[src/rtl/phase_sweep_nco.sv]
// Phase-angle generator: fixed-frequency ramp or linear chirp, one angle per clock,
// run as a burst of programmed length or continuously until stopped.
module phase_sweep_nco #(
   parameter int WIDTH = 16,
   parameter int FW    = 24,
   parameter int CNT_W = 16
) (
   input  logic             CLK,
   input  logic             RST,
   input  logic             cfg_valid,
   output logic             cfg_ready,
   input  logic [FW-1:0]    cfg_fcw,
   input  logic [FW-1:0]    cfg_step,
   input  logic [CNT_W-1:0] cfg_len,
   input  logic             start,
   input  logic             stop,
   output logic             busy,
   output logic             done,
   output logic             angle_valid,
   output logic [WIDTH-1:0] ANGLE,
   output logic             wrap
);

   typedef enum logic [1:0] {IDLE, RUN, DONE} state_t;

   state_t             state_q;
   logic [FW-1:0]      fcw_q, step_q, acc_q, fcwCur_q;
   logic [CNT_W-1:0]   len_q, cnt_q;
   logic               cont_q, carry_q, done_q, angleValid_q, wrap_q;
   logic [WIDTH-1:0]   angle_q;

   logic [FW:0]        sum_d;
   logic [FW-1:0]      fcwSel_d;
   logic [CNT_W-1:0]   lenSel_d;

   // A config offered in the same cycle as start takes effect for that run.
   always_comb begin
      sum_d    = {1'b0, acc_q} + {1'b0, fcwCur_q};
      fcwSel_d = cfg_valid ? cfg_fcw : fcw_q;
      lenSel_d = cfg_valid ? cfg_len : len_q;
   end

   always_ff @(posedge CLK) begin
      if (RST) begin
         state_q      <= IDLE;
         fcw_q        <= '0;
         step_q       <= '0;
         len_q        <= '0;
         acc_q        <= '0;
         fcwCur_q     <= '0;
         cnt_q        <= '0;
         cont_q       <= 1'b0;
         carry_q      <= 1'b0;
         done_q       <= 1'b0;
         angleValid_q <= 1'b0;
         wrap_q       <= 1'b0;
         angle_q      <= '0;
      end else begin
         case (state_q)
            IDLE: begin
               if (cfg_valid) begin
                  fcw_q  <= cfg_fcw;
                  step_q <= cfg_step;
                  len_q  <= cfg_len;
               end
               if (start) begin
                  acc_q    <= '0;
                  fcwCur_q <= fcwSel_d;
                  cnt_q    <= lenSel_d;
                  cont_q   <= (lenSel_d == '0);
                  carry_q  <= 1'b0;
                  state_q  <= RUN;
               end
            end
            RUN: begin
               // Stop takes priority, even over the end of a complete burst.
               if (stop) begin
                  state_q      <= IDLE;
                  angleValid_q <= 1'b0;
                  wrap_q       <= 1'b0;
               end else if (!cont_q && cnt_q == '0) begin
                  state_q      <= DONE;
                  done_q       <= 1'b1;
                  angleValid_q <= 1'b0;
                  wrap_q       <= 1'b0;
               end else begin
                  angle_q      <= acc_q[FW-1 -: WIDTH];
                  angleValid_q <= 1'b1;
                  wrap_q       <= carry_q;
                  acc_q        <= sum_d[FW-1:0];
                  carry_q      <= sum_d[FW];
                  fcwCur_q     <= fcwCur_q + step_q;
                  if (!cont_q) begin
                     cnt_q <= cnt_q - 1'b1;
                  end
               end
            end
            DONE: begin
               done_q  <= 1'b0;
               state_q <= IDLE;
            end
            default: state_q <= IDLE;
         endcase
      end
   end

   assign cfg_ready   = (state_q == IDLE);
   assign busy        = (state_q == RUN);
   assign done        = done_q;
   assign angle_valid = angleValid_q;
   assign ANGLE       = angle_q;
   assign wrap        = wrap_q;

endmodule

[config.mk]
export PLATFORM = sky130hd
export DESIGN_NAME = phase_sweep_nco
export DESIGN_NICKNAME = d
export VERILOG_FILES = /design/src/rtl/phase_sweep_nco.sv
export SDC_FILE = /design/constraint.sdc
export NUM_CORES = 1
export LEC_CHECK = 0
export CAP_MARGIN = 20
export CORE_MARGIN = 2
export CORE_UTILIZATION = 62
export DETAILED_ROUTE_END_ITERATION = 6
export PLACE_DENSITY = 0.86
export SYNTH_ARGS = -nofsm -noshare
export SYNTH_HDL_FRONTEND = slang
export SYNTH_SLANG_ARGS = --single-unit
[constraint.sdc]
create_clock -name CLK -period 6.8 [get_ports CLK]
set_input_delay 2.04 -clock CLK [delete_from_list [all_inputs] [get_ports CLK]]
set_output_delay 2.04 -clock CLK [all_outputs]
set_load 0.005 [all_outputs]
==> results.cfg <==
[floorplan]
num_rows = 42
dieArea_um2 = 14700
core-area_um2 = 13300
die_w_um = 121
initial_core_util_pct = 63.9
ios = 90
die_h_um = 121

[clock_network]
root_buffer = clkbuf_16
cts_inserted_buffers = 17
path_clk_slew_ns = 0.06
cts_tree = built
clock_path_buffers = 2
clock_latency_ns = 0.43
cts_setup_buffers = 0
clock_sinks = 151
ctsResizeCount = 0
htree_levels = 4
holdBufCountCts = 0

[logic_synthesis]
seq_area_frac_synth_pct = 35.6
synth_cell_type_count = 68
synth_top_area_share_pct = 35.6
yosys_warnings = 0
synth-edff-count = 0
synth_async_sr_flop_share_pct = 0
syn_area_um2 = 8500
ys_seq_elements = 151
yosys.area.top_type = dfxtp_1
syn_nets = 1214
synthFlopType = dfxtp_1
syn_area_per_cell_um2 = 7.77
synthTopCellsByArea = dfxtp_1 36%, nand2_1 11%, a21oi_1 8.4%
synthCells = 1094

[hold_path]
hold_depth = 2
hold_path_class = flop to flop
worstHoldStart = carry_q$_SDFFE_PP0P_
worstHoldEndpoint = carry_q$_SDFFE_PP0P_

[routing]
num_vias = 8154
viasPerCell = 6.10
drt_first_pass_iters = 5
ant_nets = 0
drc = 0
routedWlPerCell_um = 17.1
wl_um = 22900
drt-initial-drc-count = 794

[sta]
max_freq_mhz = 228
setup_violations = 0
hold_viol_final = 0
fin_skew_ns = 0.00669
min_period_over_period_pct = 64.4
rsz0062_at_grt = false
setup_slack_ns = 2.42
min_period_ns = 4.38
finalSetupTns_ns = 0
relSlewSlack_pct = 42.9
tightest_slew_ns = 0.856
finalMaxSlewViolations = 0

[global_routing]
global_route.overflow_total = 0
antenna_found_initial = 0
grt_pass1_vias = 7616
grt_pass1_wl_um = 37400
grt_util_all_layers_pct = 31.9
grt_max_degree = 75

[placement]
dp_cells = 1304
portBuffers = 89
gp_congestion = 0.917
pre_cts_ws_ns = 1.99
hpwlAfterDp_um = 15500

[final_layout]
nets = 1268
area_growth_pct = 18.1
nFillCells = 1000
fin_cells = 1336
antenna_cells = 0
drive_gt1_share_pct = 6.12

[status]
status = complete, no violations

[setup_path]
criticalPathCategory = input pin to flop
r2r_start = state_q[0]$_SDFFE_PP0P_
cp.required_ns = 7.16
arrival_ns = 4.74
reg2regPathDepth = 11
path_max_fanout = 33
crit_path_end_kind = flop
r2r_end = cnt_q[6]$_SDFFE_PP0P_
max_stage_delay_ns = 0.48
startpoint_type = input pin
rrSetupSlack_ns = 3.44
cpMaxStageDelayCell = nand2_1
path_cells = clkdlybuf4s50_1 > nand2b_1 > a21oi_1 > o31a_1 > buf_4 > nand2_1 > nor4b_1 > a31oi_1 > mux2_2 > a21oi_2

[power]
total_power_mw = 2.52
power.density_nw_per_um2 = 251
leakage_nw = 4.08
ir_drop_mv = 0.174

[job]
max_cap_violations = 0
[sequential cells by signal, indices dropped and copies added (netlist names)]
| register | cells |
|---|---|
| len_q | 16 |
| fcw_q | 24 |
| wrap | 1 |
| carry_q | 1 |
| angle_valid | 1 |
| step_q | 24 |
| done | 1 |
| ANGLE | 16 |
| cont_q | 1 |
| fcwCur_q | 24 |
| acc_q | 24 |
| state_q | 2 |
| cnt_q | 16 |
[how the worst max path moves through the flow]
stage / from / to / slack (ns)
detailed placement: stop / fcwCur_q[23]$_SDFFE_PP0P_ / 1.99
global placement: stop / fcwCur_q[23]$_SDFFE_PP0P_ / 2.09
floorplan: cfg_valid / fcw_q[0]$_SDFFE_PP0P_ / 3.29
CTS: stop / fcwCur_q[23]$_SDFFE_PP0P_ / 2.43
finish: stop / fcwCur_q[23]$_SDFFE_PP0P_ / 2.42
global route: stop / fcwCur_q[23]$_SDFFE_PP0P_ / 2.12
[layout by cell type (no fill, tap or decap), types with 9 or more instances in the layout]
cell and count:
nand2_1 239, dfxtp_1 151, a21oi_1 143, clkdlybuf4s50_1 87
nor2_1 67, o21ai_0 53, ha_1 49, mux2i_1 39
nand3_1 28, nor3_1 23, xnor2_1 21, a21o_1 19
xor2_1 19, clkbuf_16 17, a22oi_1 15, inv_1 13
a211oi_1 13, o21ai_1 12, a31oi_1 11, buf_4 11
nor4_1 9
[cell usage after synthesis, types with 5 or more instances]
cell type / instances
a22oi_1: 15
nand4_1: 6
nand3_1: 28
xnor2_1: 21
nand2b_1: 7
o21ai_0: 53
a21o_1: 19
xor2_1: 19
nand2_1: 240
clkbuf_1: 42
buf_1: 6
mux2i_1: 39
o22ai_1: 7
buf_2: 17
inv_1: 13
nor4_1: 9
a31oi_1: 11
o211ai_1: 6
a21oi_1: 143
ha_1: 49
and3_1: 5
nor3_1: 23
a211oi_1: 13
o21ai_1: 12
nor2_1: 67
dfxtp_1: 151
[area by class of cell]
type | count | area (um^2) | share of cell area [%]
Multi-Input combinational cell | 863 | 5160 | 51.4
Sequential cell | 151 | 3020 | 30.1
Timing Repair Buffer | 100 | 970 | 9.66
Clock buffer | 23 | 488 | 4.86
Tap cell | 176 | 220 | 2.19
Clock inverter | 8 | 120 | 1.20
Inverter | 15 | 56.3 | 0.561
[stage by stage]
| stage | hold WS (ns) | utilization (%) | area [um^2] |
|---|---|---|---|
| global route | 0.469 | 75.5 | 10000 |
| CTS | 0.453 | 75.4 | 10000 |
| finish | 0.452 | 75.5 | 10000 |
| floorplan | 0.425 | - | 8500 |
| global placement | 0.438 | 70.8 | 9410 |
| detailed placement | 0.440 | 70.8 | 9410 |
[per-layer routing]
metal,wire (um),global-route usage (%),vias to the layer above
met4,421,9.67,0
li1,-,-,3976
met1,9900,41.6,3819
met3,1760,7.61,50
met5,0,0,-
met2,10800,52.5,309
[power breakdown]
| group | internal, mW | total [mW] | switching, mW |
|---|---|---|---|
| registers | 0.945 | 1.00 | 0.0582 |
| logic | 0.211 | 0.544 | 0.332 |
| clock network | 0.612 | 0.976 | 0.364 |
[cells by family after synthesis]
logic type / share of synthesized area [%]
xor gates and xnor gates: 4.12
AOI/OAI and AO/OA: 23.9
DFF: 35.6
buffers and inverters: 3.78
adders and majority gates: 7.69
and+or+nand+nor: 20.0
muxes: 4.86
[worst max-delay path, delay by kind of cell]
family                 cells  cell delay [ns]
AOI/OAI and AO/OA          4             0.54
buffers and inverters      2             0.79
muxes                      1             0.30
and+or+nand+nor            3             1.06
No activity file was read; power rests on OpenSTA's default activity.
